$ cat src/rtl/lcd_text_feeder_pkg.sv
// Shared constants, state encoding and helpers for the LCD text feeder.
// Contents: HD44780 command bytes, DDRAM row base table, control characters,
// feeder FSM state enum, SET_DDRAM command builder.
package lcd_pkg;

  localparam logic [7:0] LCD_CMD_CLEAR     = 8'h01;
  localparam logic [7:0] LCD_CMD_SET_DDRAM = 8'h80;

  // Index 0 is row 0 (0x00), index 1 is row 1 (0x40).
  localparam logic [1:0][7:0] LCD_ROW_BASE = {8'h40, 8'h00};

  localparam logic [7:0] CH_LF       = 8'h0A;
  localparam logic [7:0] CH_CR       = 8'h0D;
  localparam logic [7:0] CH_FF       = 8'h0C;
  localparam logic [7:0] CH_PRINT_LO = 8'h20;
  localparam logic [7:0] CH_PRINT_HI = 8'h7E;

  typedef enum logic [2:0] {
    ST_IDLE,
    ST_DECODE,
    ST_ISSUE,
    ST_WAIT_DONE,
    ST_WRAP
  } feeder_state_e;

  // SET_DDRAM command that places the cursor at column 0 of the given row.
  function automatic logic [7:0] ddram_cmd(input logic row);
    return LCD_CMD_SET_DDRAM | LCD_ROW_BASE[row];
  endfunction

endpackage

$ cat src/rtl/lcd_text_feeder_byte_fifo.sv
// Byte FIFO with extra-MSB pointers and a registered occupancy count.
// Ports: clk, rst (async active-high), push_i/din_i write side, pop_i/dout_o
// read side (dout_o shows the head combinationally), flush_i empties the
// FIFO, full_o/empty_o flags, level_o occupancy.
module byte_fifo #(
  parameter  int unsigned DEPTH = 16,
  localparam int unsigned AW    = $clog2(DEPTH),
  localparam int unsigned PW    = AW + 1
) (
  input  logic          clk,
  input  logic          rst,
  input  logic          push_i,
  input  logic [7:0]    din_i,
  input  logic          pop_i,
  input  logic          flush_i,
  output logic [7:0]    dout_o,
  output logic          full_o,
  output logic          empty_o,
  output logic [PW-1:0] level_o
);

  logic [7:0]    mem_q [DEPTH];
  logic [PW-1:0] wr_ptr_q;
  logic [PW-1:0] rd_ptr_q;
  logic [PW-1:0] level_q;
  logic          do_push;
  logic          do_pop;

  // Full when the wrap bits differ and the index bits match.
  assign full_o  = (wr_ptr_q[PW-1] != rd_ptr_q[PW-1]) &&
                   (wr_ptr_q[AW-1:0] == rd_ptr_q[AW-1:0]);
  assign empty_o = (wr_ptr_q == rd_ptr_q);
  assign dout_o  = mem_q[rd_ptr_q[AW-1:0]];
  assign level_o = level_q;

  // Flush overrides any same-cycle push or pop.
  assign do_push = push_i && !full_o && !flush_i;
  assign do_pop  = pop_i && !empty_o && !flush_i;

  // Pointer and occupancy registers.
  always_ff @(posedge clk or posedge rst) begin
    if (rst) begin
      wr_ptr_q <= '0;
      rd_ptr_q <= '0;
      level_q  <= '0;
    end else if (flush_i) begin
      wr_ptr_q <= '0;
      rd_ptr_q <= '0;
      level_q  <= '0;
    end else begin
      if (do_push) wr_ptr_q <= wr_ptr_q + PW'(1);
      if (do_pop)  rd_ptr_q <= rd_ptr_q + PW'(1);
      level_q <= level_q + PW'(do_push) - PW'(do_pop);
    end
  end

  // Storage array.
  always_ff @(posedge clk) begin
    if (do_push) mem_q[wr_ptr_q[AW-1:0]] <= din_i;
  end

endmodule

$ cat src/rtl/lcd_text_feeder.sv
// Character-stream front end for the HD44780-over-I2C LCD driver.
// Buffers ASCII bytes, tracks the cursor on a COLS x ROWS panel and emits
// single LCD transactions (data write, SET_DDRAM, clear) paced by lcd_busy.
// Ports: clk, rst (async active-high); in_valid/in_char/in_ready producer
// handshake; clear_req flush-and-clear pulse; lcd_busy from the driver;
// lcd_req/lcd_rs/lcd_byte transaction to the driver; fifo_level occupancy;
// cursor_col/cursor_row position of the next character.
module lcd_text_feeder
  import lcd_pkg::*;
#(
  parameter  int unsigned COLS       = 16,
  parameter  int unsigned ROWS       = 2,
  parameter  int unsigned FIFO_DEPTH = 16,
  localparam int unsigned LVL_W      = $clog2(FIFO_DEPTH) + 1,
  localparam int unsigned COL_W      = (COLS > 1) ? $clog2(COLS) : 1
) (
  input  logic             clk,
  input  logic             rst,
  input  logic             in_valid,
  input  logic [7:0]       in_char,
  output logic             in_ready,
  input  logic             clear_req,
  input  logic             lcd_busy,
  output logic             lcd_req,
  output logic             lcd_rs,
  output logic [7:0]       lcd_byte,
  output logic [LVL_W-1:0] fifo_level,
  output logic [COL_W-1:0] cursor_col,
  output logic             cursor_row
);

  localparam logic [COL_W-1:0] COL_LAST = COL_W'(COLS - 1);

  feeder_state_e    state_q, state_d;
  logic [7:0]       cur_char_q, cur_char_d;
  logic             is_data_q, is_data_d;
  logic             clear_pend_q, clear_pend_d;
  logic             lcd_req_q, lcd_req_d;
  logic             lcd_rs_q, lcd_rs_d;
  logic [7:0]       lcd_byte_q, lcd_byte_d;
  logic [COL_W-1:0] col_q, col_d;
  logic             row_q, row_d;

  logic             fifo_push;
  logic             fifo_pop;
  logic             fifo_flush;
  logic [7:0]       fifo_dout;
  logic             fifo_full;
  logic             fifo_empty;
  logic             is_print;

  // Row advance; a single-row panel always stays on row 0.
  function automatic logic next_row(input logic row);
    return (ROWS == 2) ? ~row : 1'b0;
  endfunction

  // Pushes are refused while a clear is requested or pending.
  assign in_ready  = !rst && !fifo_full && !clear_pend_q && !clear_req;
  assign fifo_push = in_valid && in_ready;
  assign is_print  = (cur_char_q >= CH_PRINT_LO) && (cur_char_q <= CH_PRINT_HI);

  byte_fifo #(
    .DEPTH (FIFO_DEPTH)
  ) u_fifo (
    .clk     (clk),
    .rst     (rst),
    .push_i  (fifo_push),
    .din_i   (in_char),
    .pop_i   (fifo_pop),
    .flush_i (fifo_flush),
    .dout_o  (fifo_dout),
    .full_o  (fifo_full),
    .empty_o (fifo_empty),
    .level_o (fifo_level)
  );

  // State and output registers.
  always_ff @(posedge clk or posedge rst) begin
    if (rst) begin
      state_q      <= ST_IDLE;
      cur_char_q   <= '0;
      is_data_q    <= 1'b0;
      clear_pend_q <= 1'b0;
      lcd_req_q    <= 1'b0;
      lcd_rs_q     <= 1'b0;
      lcd_byte_q   <= '0;
      col_q        <= '0;
      row_q        <= 1'b0;
    end else begin
      state_q      <= state_d;
      cur_char_q   <= cur_char_d;
      is_data_q    <= is_data_d;
      clear_pend_q <= clear_pend_d;
      lcd_req_q    <= lcd_req_d;
      lcd_rs_q     <= lcd_rs_d;
      lcd_byte_q   <= lcd_byte_d;
      col_q        <= col_d;
      row_q        <= row_d;
    end
  end

  // Next-state, transaction and cursor logic.
  always_comb begin
    state_d      = state_q;
    cur_char_d   = cur_char_q;
    is_data_d    = is_data_q;
    clear_pend_d = clear_pend_q | clear_req;
    lcd_req_d    = 1'b0;
    lcd_rs_d     = lcd_rs_q;
    lcd_byte_d   = lcd_byte_q;
    col_d        = col_q;
    row_d        = row_q;
    fifo_pop     = 1'b0;
    fifo_flush   = 1'b0;

    case (state_q)
      ST_IDLE: begin
        // A pending clear wins over queued characters.
        if (clear_pend_q) begin
          if (!lcd_busy) begin
            fifo_flush   = 1'b1;
            clear_pend_d = 1'b0;
            lcd_rs_d     = 1'b0;
            lcd_byte_d   = LCD_CMD_CLEAR;
            is_data_d    = 1'b0;
            col_d        = '0;
            row_d        = 1'b0;
            state_d      = ST_ISSUE;
          end
        end else if (!fifo_empty) begin
          fifo_pop   = 1'b1;
          cur_char_d = fifo_dout;
          state_d    = ST_DECODE;
        end
      end

      ST_DECODE: begin
        // Only enter ISSUE with the driver idle, so a stale busy is never
        // mistaken for acceptance.
        if (!lcd_busy) begin
          state_d   = ST_ISSUE;
          is_data_d = 1'b0;
          if (is_print) begin
            lcd_rs_d   = 1'b1;
            lcd_byte_d = cur_char_q;
            is_data_d  = 1'b1;
          end else if (cur_char_q == CH_LF) begin
            col_d      = '0;
            row_d      = next_row(row_q);
            lcd_rs_d   = 1'b0;
            lcd_byte_d = ddram_cmd(next_row(row_q));
          end else if (cur_char_q == CH_CR) begin
            col_d      = '0;
            lcd_rs_d   = 1'b0;
            lcd_byte_d = ddram_cmd(row_q);
          end else if (cur_char_q == CH_FF) begin
            col_d      = '0;
            row_d      = 1'b0;
            lcd_rs_d   = 1'b0;
            lcd_byte_d = LCD_CMD_CLEAR;
          end else begin
            state_d = ST_IDLE;
          end
        end
      end

      ST_ISSUE: begin
        // Hold the request until the driver answers with busy.
        lcd_req_d = 1'b1;
        if (lcd_req_q && lcd_busy) begin
          lcd_req_d = 1'b0;
          state_d   = ST_WAIT_DONE;
        end
      end

      ST_WAIT_DONE: begin
        if (!lcd_busy) begin
          state_d = ST_IDLE;
          if (is_data_q) begin
            if (col_q == COL_LAST) begin
              col_d   = '0;
              row_d   = next_row(row_q);
              state_d = ST_WRAP;
            end else begin
              col_d = col_q + COL_W'(1);
            end
          end
        end
      end

      ST_WRAP: begin
        // Move the hardware cursor to the start of the new row.
        if (!lcd_busy) begin
          lcd_rs_d   = 1'b0;
          lcd_byte_d = ddram_cmd(row_q);
          is_data_d  = 1'b0;
          state_d    = ST_ISSUE;
        end
      end

      default: state_d = ST_IDLE;
    endcase
  end

  assign lcd_req    = lcd_req_q;
  assign lcd_rs     = lcd_rs_q;
  assign lcd_byte   = lcd_byte_q;
  assign cursor_col = col_q;
  assign cursor_row = row_q;

endmodule

$ cat config.mk
export PLATFORM = sky130hd
export DESIGN_NAME = lcd_text_feeder
export DESIGN_NICKNAME = d
export VERILOG_FILES = /design/src/rtl/lcd_text_feeder_pkg.sv /design/src/rtl/lcd_text_feeder_byte_fifo.sv /design/src/rtl/lcd_text_feeder.sv
export SDC_FILE = /design/constraint.sdc
export NUM_CORES = 1
export LEC_CHECK = 0
export ABC_CLOCK_PERIOD_IN_PS = 4380
export CORE_ASPECT_RATIO = 0.75
export CORE_MARGIN = 8
export CORE_UTILIZATION = 45
export DETAILED_ROUTE_END_ITERATION = 8
export PLACE_DENSITY = 0.67
export SETUP_SLACK_MARGIN = 0.5
export SLEW_MARGIN = 15
export SYNTH_ARGS = -nofsm -noshare
export SYNTH_HDL_FRONTEND = slang
export SYNTH_SLANG_ARGS = --single-unit
export TNS_END_PERCENT = 5
$ cat constraint.sdc
create_clock -name clk -period 4.38 [get_ports clk]
set_input_delay 0.438 -clock clk [delete_from_list [all_inputs] [get_ports clk]]
set_output_delay 0.438 -clock clk [all_outputs]
set_load 0.01 [all_outputs]
==> run metrics <==
number of max-cap violations 0; post-synth cell types 55; routed wire length 15.42 mm; maximum clock path buffer count 2; worst path cell trace xor2_1, nor4_2, a21o_1, buf_4, inv_1, ha_1, inv_1, ha_1, inv_1, fa_1, inv_1, a21o_1, a21oi_1, xnor2_1, nor2_1; max_slew headroom 40.95%; minimum hold slack 0.4769 ns; Synthesized Nets 492; detailed placement HPWL 10.11 mm; WL per Instance 21.30 um; max frequency 307.2 MHz; WL met1 7.048 mm; share of cells above drive strength 1 15.95%; setup ws final 1.125 ns; Flop pwr share 41.0%; clock group share of total power 29.8%; Synth async-reset ratio 25.15%; CP peak stage delay 0.52 ns; # IOs 34; Post-synth EDFFs 128; remaining antenna violation count after routing 0; Final Net Count 526; Clock Latency Late Sink 0.43 ns; final clock skew 0.01100 ns; initial antenna violation count 0; post-cts sizing count 0; met3 wire length 1.109 mm; Max FO, Critical Path 25; Die Y 126.7 um; DRC Markers 0; most frequent CP cell inv_1; antenna cells 0; Mapped Cells 467; top sig layer met4; FF+latch count, synth 171; Slew Viols, Final 0; Gate power share 29.2%; commonest non-fill, non-tap cell in the layout edfxtp_1; vias in the first global route 4,261; drt first pass iters 7; WL met2 7.093 mm; DR vias/cell 5.735; Via Count 4,152; sequential area share after synthesis 66.87%; starting density of the core 45.94%; TritonCTS Buffers 17; switch share 31.86%; Setup TNS 0 ns; # hold bufs at CTS 0; Reg clk slew, reported paths 0.06 ns; pre-CTS WS 1.136 ns; Port Buffers 33; Post-Syn Area 7357 sq um; leakage 3.100 nW; dominant synthesized flop cell edfxtp_1; Mapped Avg Cell Area 15.75 sq um; YS warnings 0; status finished, final reports clean; worst setup path class reg -> reg; largest net degree at the start of global routing 44; Hold Crit Class reg -> reg; RSZ-0062 raised after global routing no; kind of end point of the critical path flip-flop; Tot GR Track Use 15.53%; Clock Sinks 171; IR Drop Worst-Case VDD 0.3859 mV; Critical Path AT 3.55 ns; final critical-path share of the clock period 74.31%; GRT overflow 0; Clock Tree Root clkbuf_16; highest-count cells in the layout ignoring fill and taps edfxtp_1, dfrtp_1, clkdlybuf4s50_1; CORE AREA 16,020 sq um; post-CTS setup buffer count 0; Pwr Density 593.1 nW/um^2; first-pass GRT wire length 24.16 mm; startpoint types flip-flop; die area 20,740 sq um; Power Internal 3.425 mW; Tightest Pin Transition 0.8844 ns; min Tclk post-route 3.255 ns; CP max-delay cell nor4_2; CP Data Required Time 4.68 ns; CTS H-tree lvls 4; Final GP Congestion 0.8112; final setup fails 0; Psw 1.602 mW; Hold Fails Final Rpt 0; Area Overhead vs Synth 15.20%; CTS tree yes; Die W 163.6 um; num rows 40; First DRT Iteration DRCs 346
-- state kept, by name, indices dropped and copies added, names as in the netlist --
signal,count
is_data_q,1
cur_char_q,8
clear_pend_q,1
u_fifo.level_o,5
state_q,3
lcd_rs,1
cursor_col,4
cursor_row,1
lcd_req,1
u_fifo.mem_q,128
u_fifo.wr_ptr_q,5
u_fifo.rd_ptr_q,5
lcd_byte,8
-- power groups by stage --
stage | clock network, mW | registers (mW) | logic [mW]
2_1_floorplan | 0 | 2.05 | 1.04
3_3_place_gp | 0 | 2.08 | 1.44
3_5_place_dp | 0 | 2.09 | 1.47
4_1_cts | 1.53 | 2.06 | 1.48
5_1_grt | 1.59 | 2.09 | 1.61
6_report | 1.50 | 2.06 | 1.47
-- cell type report --
type	count	area, sq um
Clock buffer	17	425.4
Sequential cell	171	4921
Clock inverter	15	166.4
Fill cell	1296	7540
Multi-Input combinational cell	256	2265
Timing Repair Buffer	39	375.4
Tap cell	210	262.8
Inverter	16	60.06
-- metal layers --
layer | vias up | global-route usage [%]
li1 | 1885 | -
met1 | 2116 | 21.90
met2 | 137 | 22.41
met3 | 14 | 5.139
met4 | 0 | 4.640
met5 | - | 0
-- stage by stage --
| step | utilization, % | area (sq um) | std cells | total power, mW |
|---|---|---|---|---|
| 2_1_floorplan | - | 7357 | 467 | 3.091 |
| 3_3_place_gp | 49.23 | 7884 | 692 | 3.518 |
| 3_5_place_dp | 49.23 | 7884 | 692 | 3.564 |
| 4_1_cts | 52.92 | 8476 | 724 | 5.064 |
| 5_1_grt | 52.92 | 8476 | 724 | 5.280 |
| 6_report | 52.92 | 8476 | 724 | 5.027 |
-- worst max-delay path: cells and delay by family (launching register included) --
| kind | cells | cell delay, ns |
|---|---|---|
| adder cells (fa/ha/maj) | 3 | 0.82 |
| flip-flops | 1 | 0.46 |
| buffers and inverters | 5 | 0.54 |
| AND/OR/NAND/NOR | 2 | 0.57 |
| AO/OA/AOI/OAI | 3 | 0.37 |
| XOR/XNOR | 2 | 0.35 |
-- logic make-up after synthesis --
kind of cell	synth area share, %
muxes	10.95
adders and majority gates	2.143
buffers and inverters	2.347
DFF	66.87
xor gates and xnor gates	1.667
and+or+nand+nor	7.806
AOI/OAI and AO/OA	8.214
-- Yosys cell counts, types with 2 or more instances --
cell	instances	area, sq um
a211oi_1	5	37.54
a21o_1	14	105.1
a21oi_1	15	75.07
a22o_1	5	43.79
a22oi_1	16	120.1
a32oi_1	2	17.52
and2_1	3	18.77
and3_1	15	93.84
buf_1	3	11.26
buf_2	9	45.04
clkbuf_1	10	37.54
dfrtp_1	43	1076
edfxtp_1	128	3844
ha_1	11	137.6
inv_1	16	60.06
mux2_2	3	33.78
mux2i_1	4	40.04
mux4_2	32	720.7
nand2_1	22	82.58
nand2b_1	6	37.54
nand3_1	8	40.04
nor2_1	27	101.4
nor2b_1	6	37.54
nor3_1	7	35.03
o211ai_1	2	15.01
o21a_1	2	15.01
o21ai_0	6	30.03
o31ai_1	4	30.03
or2_1	2	12.51
or3_1	4	25.02
xnor2_1	5	43.79
xor2_1	9	78.83
-- final timing paths --
kind | slack (ns) | end | depth (start not counted) | from
worst max register to register | 1.13 | u_fifo.level_o[4] | 15 | u_fifo.wr_ptr_q[0]
worst max-delay path | 1.13 | u_fifo.level_o[4] | 15 | u_fifo.wr_ptr_q[0]
worst min register to register | 0.48 | lcd_rs | 1 | lcd_rs
min in group asynchronous | 0.55 | u_fifo.rd_ptr_q[3] | 2 | rst
worst min-delay path | 0.48 | lcd_rs | 1 | lcd_rs
max in group asynchronous | 3.23 | u_fifo.rd_ptr_q[0] | 2 | rst
Note: power is estimated with default switching activity, not from simulation.
